## src/rtl/ksa_pkg.sv

```systemverilog
// ksa_pkg: shared constants and FSM state encodings for the byte-serial Kogge-Stone adder
package ksa_pkg;
  localparam int BYTE_W = 8;
  localparam int NBYTES_MIN = 1;
  localparam int NBYTES_MAX = 16;
  typedef logic [1:0] state_t;
  localparam state_t IDLE = 2'd0;
  localparam state_t RUN  = 2'd1;
  localparam state_t DONE = 2'd2;
endpackage

```

## src/rtl/ksa_top.sv

```systemverilog
// ksa_top: 8-bit Kogge-Stone adder core with carry-in and carry-out
module ksa_top (
  input  logic [7:0] i_a,
  input  logic [7:0] i_b,
  input  logic       c0,
  output logic [7:0] o_sum,
  output logic       o_cout
);
  logic [7:0] g, p;
  logic [8:0] c;
  always_comb begin
    g = i_a & i_b;
    p = i_a ^ i_b;
    for (int s = 0; s < 3; s++)
      for (int i = 7; i >= (1 << s); i--) begin
        g[i] = g[i] | (p[i] & g[i - (1 << s)]);
        p[i] = p[i] & p[i - (1 << s)];
      end
    c = {g | (p & {8{c0}}), c0};
  end
  assign o_sum  = i_a ^ i_b ^ c[7:0];
  assign o_cout = c[8];
endmodule

```

## src/rtl/ksa_seq.sv

```systemverilog
// ksa_seq: byte-serial multi-precision add over one 8-bit Kogge-Stone core; KSA_SEQ_SUB_EN adds i_sub (subtract)
module ksa_seq
  import ksa_pkg::*;
#(
  parameter int NBYTES = 4
) (
  input  logic                    i_clk,
  input  logic                    i_rst_n,
  input  logic                    i_valid,
  output logic                    o_ready,
  input  logic [BYTE_W*NBYTES-1:0] i_a,
  input  logic [BYTE_W*NBYTES-1:0] i_b,
  input  logic                    i_cin,
`ifdef KSA_SEQ_SUB_EN
  input  logic                    i_sub,
`endif
  output logic                    o_valid,
  input  logic                    i_ready,
  output logic [BYTE_W*NBYTES-1:0] o_sum,
  output logic                    o_cout,
  output logic                    o_ovf
);
  localparam int W  = BYTE_W * NBYTES;
  localparam int CW = NBYTES > 1 ? $clog2(NBYTES) : 1;
  if (NBYTES < NBYTES_MIN || NBYTES > NBYTES_MAX) begin : g_bad_nbytes
    $error("ksa_seq: NBYTES out of range");
  end
  state_t state, state_nx;
  logic [W-1:0] a_q, b_q, sum_q;
  logic [CW-1:0] k;
  logic carry, cout_q, ovf_q, sub_q, sub_in, last, add_cout;
  logic [BYTE_W-1:0] a_byte, b_byte, add_sum;
`ifdef KSA_SEQ_SUB_EN
  assign sub_in = i_sub;
`else
  assign sub_in = 1'b0;
`endif
  assign a_byte = a_q[BYTE_W*k +: BYTE_W];
  assign b_byte = b_q[BYTE_W*k +: BYTE_W] ^ {BYTE_W{sub_q}};
  assign last   = k == CW'(NBYTES - 1);
  ksa_top u_add (
    .i_a   (a_byte),
    .i_b   (b_byte),
    .c0    (carry),
    .o_sum (add_sum),
    .o_cout(add_cout)
  );
  always_ff @(posedge i_clk or negedge i_rst_n) begin
    if (!i_rst_n) state <= IDLE;
    else          state <= state_nx;
  end
  always_comb begin
    state_nx = state == IDLE ? (i_valid ? RUN  : IDLE) :
               state == RUN  ? (last    ? DONE : RUN)  :
               state == DONE ? (i_ready ? IDLE : DONE) : IDLE;
  end
  always_comb begin
    o_ready = state == IDLE;
    o_valid = state == DONE;
  end
  // subtract is a + ~b + 1, so the carry seed is forced to 1 and i_cin dropped
  always_ff @(posedge i_clk or negedge i_rst_n) begin
    if (!i_rst_n) begin
      a_q    <= '0;
      b_q    <= '0;
      sum_q  <= '0;
      k      <= '0;
      carry  <= 1'b0;
      sub_q  <= 1'b0;
      cout_q <= 1'b0;
      ovf_q  <= 1'b0;
    end else if (state == IDLE && i_valid) begin
      a_q   <= i_a;
      b_q   <= i_b;
      sub_q <= sub_in;
      carry <= sub_in | i_cin;
      k     <= '0;
    end else if (state == RUN) begin
      sum_q[BYTE_W*k +: BYTE_W] <= add_sum;
      carry <= add_cout;
      if (last) begin
        cout_q <= add_cout;
        ovf_q  <= (a_byte[BYTE_W-1] == b_byte[BYTE_W-1]) & (add_sum[BYTE_W-1] != a_byte[BYTE_W-1]);
      end else begin
        k <= k + 1'b1;
      end
    end
  end
  assign o_sum  = sum_q;
  assign o_cout = cout_q;
  assign o_ovf  = ovf_q;
endmodule

```

## config.mk

```make
export PLATFORM = sky130hd
export DESIGN_NAME = ksa_seq
export DESIGN_NICKNAME = d
export VERILOG_FILES = /design/src/rtl/ksa_pkg.sv /design/src/rtl/ksa_top.sv /design/src/rtl/ksa_seq.sv
export SDC_FILE = /design/constraint.sdc
export NUM_CORES = 1
export LEC_CHECK = 0
export BUFFER_PORTS_ARGS = -buffer_cell sky130_fd_sc_hd__buf_2
export CORE_ASPECT_RATIO = 1.1
export CORE_UTILIZATION = 54
export CTS_CLUSTER_DIAMETER = 60
export CTS_CLUSTER_SIZE = 20
export DETAILED_ROUTE_END_ITERATION = 12
export GPL_TIMING_DRIVEN = 0
export PLACE_DENSITY = 0.89
export SKIP_CTS_REPAIR_TIMING = 1
export SLEW_MARGIN = 20
export SYNTH_ARGS = -nofsm -noshare
export SYNTH_HDL_FRONTEND = slang
export SYNTH_SLANG_ARGS = --single-unit
```

## constraint.sdc

```tcl
create_clock -name i_clk -period 2.9 [get_ports i_clk]
set_input_delay 0.435 -clock i_clk [delete_from_list [all_inputs] [get_ports i_clk]]
set_output_delay 0.435 -clock i_clk [all_outputs]
set_load 0.01 [all_outputs]
```

Word level (Yosys, flattened, before mapping)
Index checks and enable logic that the tools add are counted.
- $add $sub $neg: 2
- eq/ne operators: 6
- shift operators: 4
- mux-type cells: 12
- bitwise operators: 58
- reduce and logical (&&, ||, !) cells: 6
- operators by type and width (kind ; number):
    $shiftx 32x6->8 ; 2
    $and 1x1->1 ; 35
    $neg 5->34 ; 1
    $shift 8x34->32 const A ; 1
    $shiftx 8x34->32 ; 1
    $bwmux 32 ; 1
    $or 1x1->1 ; 17
    $and 8x8->8 ; 2
    $mux 2 ; 8
    $xor 8x8->8 ; 2
    $or 8x8->8 ; 1
    $eq 2x2->1 const B ; 2
    $reduce_and 2->1 ; 2
    $mux 1 ; 3
    $reduce_and 3->1 ; 1
    $add 2x1->2 const B ; 1
    $eq 2x1->1 const B ; 1
    $logic_not 2->1 ; 1
    $ne 2x1->1 const B ; 1
    $reduce_bool 2->1 ; 1
    $eq 1x1->1 ; 1
    $logic_and 1x1->1 ; 1
    $ne 1x1->1 ; 1
    $not 1->1 ; 1
- register bits after elaboration: 103
- bits of input ports: 69
- output and inout bits: 36
- word-level logic and storage cells: 96

Logic depth before layout (Yosys ltp)
- word-level depth: 12
- depth in mapped cells: 9
- mapped depth without buffers: 7

By module
A second synthesis with hierarchy kept.
- cell total of the unflattened synthesis: 337
- area total of the unflattened synthesis: 4768.3 um2
- by module, submodules not included (module ; times used ; cells each ; area each (um2) ; seq. area each (um2)):
    ksa_seq ; 1 ; 297 ; 4448.0 ; 2577.5
    ksa_top ; 1 ; 40 ; 320.3 ; 0.0

Worst setup path before layout
Ideal clock, no wire load.
- path kind: register -> register
- start: reg k[0]
- end: reg sum_q[14] (netlist: o_sum[14])
- setup time: 0.133 ns
- arrival time: 2.556 ns
- required time: 2.767 ns
- setup slack: 0.212 ns
- stages on the path, launching flop included: 10
- buffers on the path: 2
- period minus slack after synthesis: 2.688 ns
- cell sequence: dfrtp_1 buf_4 buf_4 mux4_2 ha_1 o21ai_0 nand2b_1 a31oi_1 xor2_1 o21ai_0
- longest elaborated chain between the ends: 11
- elaborated cells between the ends (all ways): 53
- classes of those cells: add/sub: 1; shift: 4; mux: 1; bitwise: 47
- RTL lines (element ; line ; text):
    start: declaration ; ksa_seq.sv:30 ; logic [CW-1:0] k;
    start signal: assignment ; ksa_seq.sv:85 ; k <= k + 1'b1;
    $shiftx 32x6->8, on equally long branches ; ksa_seq.sv:38, ksa_seq.sv:39 ;
    $xor 8x8->8 / $and 8x8->8 (equally long branches) ; ksa_top.sv:13, ksa_top.sv:21, ksa_top.sv:12 ;
    $and 1x1->1, on equally long branches ; ksa_top.sv:16, ksa_top.sv:17 ;
    $or 1x1->1 / $and 1x1->1 (equally long branches) ; ksa_top.sv:16 ; g[i] = g[i] | (p[i] & g[i - (1 << s)]);
    $and 1x1->1 / $or 1x1->1 (equally long branches) ; ksa_top.sv:16 ;
    $or 1x1->1 / $and 1x1->1 (equally long branches) ; ksa_top.sv:16 ;
    $or 1x1->1 ; ksa_top.sv:16 ;
    $or 8x8->8 ; ksa_top.sv:19 ; c = {g | (p & {8{c0}}), c0};
    $xor 8x8->8 ; ksa_top.sv:21 ; assign o_sum = i_a ^ i_b ^ c[7:0];
    $shiftx 8x34->32 ; ksa_seq.sv:79 ; sum_q[BYTE_W*k +: BYTE_W] <= add_sum;
    $bwmux 32 * ; ksa_seq.sv:79 ;
    end signal: indexed assignment ; ksa_seq.sv:79 ;
    end: declaration ; ksa_seq.sv:29 ; logic [W-1:0] a_q, b_q, sum_q;
Every way passes the cells marked *; elsewhere a longest branch is shown, timed or not.
A chain may end at the register's enable or synchronous reset.

Worst setup path after layout
- start: reg k[0]
- end: reg ovf_q (netlist: o_ovf)
- longest elaborated chain between the ends: 11
- elaborated cells between the ends (all ways): 30
- classes of those cells: eq/ne: 3; shift: 2; bitwise: 24; reduce/logical: 1
- RTL lines (element ; line ; text):
    $shiftx 32x6->8, on equally long branches ; ksa_seq.sv:38, ksa_seq.sv:39 ;
    $xor 8x8->8 / $and 8x8->8 (equally long branches) ; ksa_top.sv:13, ksa_top.sv:21, ksa_top.sv:12 ;
    $and 1x1->1, on equally long branches ; ksa_top.sv:16, ksa_top.sv:17 ;
    $or 1x1->1 / $and 1x1->1 (equally long branches) ; ksa_top.sv:16 ;
    $and 1x1->1 / $or 1x1->1 (equally long branches) ; ksa_top.sv:16 ;
    $or 1x1->1 / $and 1x1->1 (equally long branches) ; ksa_top.sv:16 ;
    $or 1x1->1 ; ksa_top.sv:16 ;
    $or 8x8->8 ; ksa_top.sv:19 ;
    $xor 8x8->8 ; ksa_top.sv:21 ;
    $ne 1x1->1 ; ksa_seq.sv:83 ; ovf_q <= (a_byte[BYTE_W-1] == b_byte[BYTE_W-1]) & (add_sum[BYTE_W-1] != a_byte[BYTE_W-1]);
    $and 1x1->1 ; ksa_seq.sv:83 ;
    end signal: assignment ; ksa_seq.sv:83 ;
    end: declaration ; ksa_seq.sv:31 ; logic carry, cout_q, ovf_q, sub_q, sub_in, last, add_cout;
Several ways; a longest one is shown, not always the timed one.

==> out/qor.txt <==
Core ar. - 8408 um2
Post-synth EDFFs - 0
Mapped Nets - 415
Worst hold path class - input port to register
Clock Skews - 0.01221 ns
Worst Setup End Kind - register
Area leader, netlist - dfrtp_1
Post-synthesis mux area share - 23.29%
Area post-placement - 5383 um2
Vias in the first global route - 3276
Layout fillers - 619
Total number of vias - 3185
Final std cell area, no fill - 5678 um2
Max Root-Sink Buffers - 2
Worst-path maximum fanout - 10
Most frequent cells in the layout - buf_2 (105), dfrtp_1 (102), mux2_1 (49)
Vert. Die Dim - 99.74 um
DRC - 0
Post-synthesis xor/xnor area fraction - 1.307%
HP Start - i_b[20]
Hold slack - 0.2703 ns
#FFs+latches synth - 103
DR pass1 iterations - 5
Synth Instances - 331
Post-synthesis simple-gate area fraction - 4.883%
Initial Util - 55.77%
Fmax - 0.3622 GHz
LEAKAGE - 0.002701 uW
Drt first-iter violations - 155
Area growth syn-to-layout - 21.08%
Storage cell area - 2579 um2
Area fraction in compound gates after synthesis - 8.911%
Critical path class - register to register
DP HPWL - 7617 um
Register area share after synthesis - 54.96%
DIE WIDTH - 90.85 um
Wire per inst - 17.93 um
Pin count of the biggest net entering global routing - 77
Clk_lat worst skew - 0.37 ns
Period minus WS final - 2.761 ns
Die area - 9061 um2
Io pins - 105
Slew HR - 67.54%
Final #Nets - 534
PwrDens - 1380 nW/um2
First-pass GRT wire length - 16240 um
Syn Area/Cell - 14.17 um2
Rows - 35
Top FF cell, synth - dfrtp_1
Post-Synth Adder-Cell Area - 4.162%
Ranking of synthesized cells by area - dfrtp_1 (55%), mux2_1 (12%), mux4_2 (7.7%)
VDD IR max - 852.9 uV
Final Hold Fails - 0
Post-Place Cells - 547
Root buffer cell - clkbuf_8
Yosys top cell area share - 54.96%
Power, Total - 7834 uW
Mapped cell area - 4689 um2
CTS H-Tree Depth - 3
Fin crit share - 95.21%
Startpoint Class - register
Commonest non-fill, non-tap cell in the layout - buf_2
IO buf count - 104
Layout cells sized above 1 - 39.34%
N_diodes - 0
Unrepaired setup endpoints after global routing - no
Final-report setup violation count - 0
Critical Path AT - 3.03 ns
Cell Count, Final, Fillers Out - 566
Routed wire length - 10150 um
Status - finished, final reports clean
CTS tree - yes
Initial antenna violation count - 0
Largest family of logic cells by synthesized area - multiplexers
Least-Margin Pin Slew - 0.4832 ns
Place WS - -0.3512 ns
Post-DRT Antenna Nets - 0
GRT overflow - 0
CTS Buf Count - 9
Setup slack after layout - 0.1388 ns
GRT Util Overall - 23.68%
Post-synthesis async set-or-reset flop share - 100.0%
Slew Viols, Final - 0
Final GP Congestion - 0.8083
Yosys warning total - 0
Clock sink total - 103
Number of max-cap violations - 0
Reg-to-Reg Start - k[0]
Unique masters post-synth - 42
Critical Path Start - k[0]
Multi-input logic area - 2037 um2
Worst path required time - 3.17 ns
Clk slew on worst S/H paths - 0.10 ns
DR vias/cell - 5.627
[power by group]
| part | internal (uW) | switching [uW] | total [uW] |
|---|---|---|---|
| combinational | 1990 | 2510 | 4500 |
| sequential | 2070 | 348 | 2420 |
| clock | 408 | 503 | 911 |
| total | 4480 | 3360 | 7830 |
[worst paths after layout]
kind / slack, ns / to / cells past startpoint
max: 0.14 / o_ovf / 8
min in group asynchronous: 0.50 / a_q[2] / 2
min: 0.27 / b_q[20] / 2
max reg2reg: 0.14 / o_ovf / 8
min reg2reg: 0.49 / b_q[16] / 1
max in group asynchronous: 1.77 / k[0] / 3
[registers in the layout, summed over array words and instances (netlist names)]
register / flops
o_cout: 1
o_ovf: 1
state: 2
a_q: 32
b_q: 32
carry: 1
k: 2
o_sum: 32
[worst max-delay path: stages, from the launching register on]
cell and delay, ns:
dfrtp_2 0.41, buf_8 0.18, mux4_2 0.57, ha_1 0.36, a211oi_2 0.31, o21ai_2 0.17
a41o_1 0.32, xnor2_1 0.14, o31ai_1 0.21
[layout make-up]
cell class              instances  area share [%]
plain buffers                  13           2.248
clock buffers                   9           2.182
clock inverters                 7           1.366
inverters                       4          0.2644
multi-input cells             211           35.87
flip-flops and latches        103           45.42
well taps                     111           2.446
repair buffers                108           10.20
[cell usage after synthesis, types with 5 or more instances]
cell type  count
dfrtp_1      103
mux2_1        49
nand2_1       28
a22o_1        19
mux2_2        16
mux4_2        16
ha_1          14
o21ai_0       11
nor2_1         9
o21ai_1        8
a21oi_1        5
buf_6          5
[routing by layer]
metal  GRT usage [%]  share of wire [%]  vias up
met5               0                  0        -
met4           9.890                2.4        0
met3           3.287                4.2       22
met2           40.44                 50      115
met1           30.67                 43     1581
li1                -                  -     1467
[logic make-up (layout without fill, tap and decap cells)]
family	Yosys count	in the layout
AOI/OAI and AO/OA	57	57
and+or+nand+nor	51	51
xor gates and xnor gates	7	7
DFF	103	103
buffers and inverters	17	141
muxes	81	81
adders and majority gates	15	15
[per-stage QoR]
| step | TNS (ns) | utilization [%] |
|---|---|---|
| 2_1_floorplan | 0 | - |
| 3_3_place_gp | -3.888 | 63.62 |
| 3_5_place_dp | -4.727 | 64.02 |
| 4_1_cts | -5.162 | 66.41 |
| 5_1_grt | 0 | 67.53 |
| 6_report | 0 | 67.53 |
(Power assumes the default switching activity.)
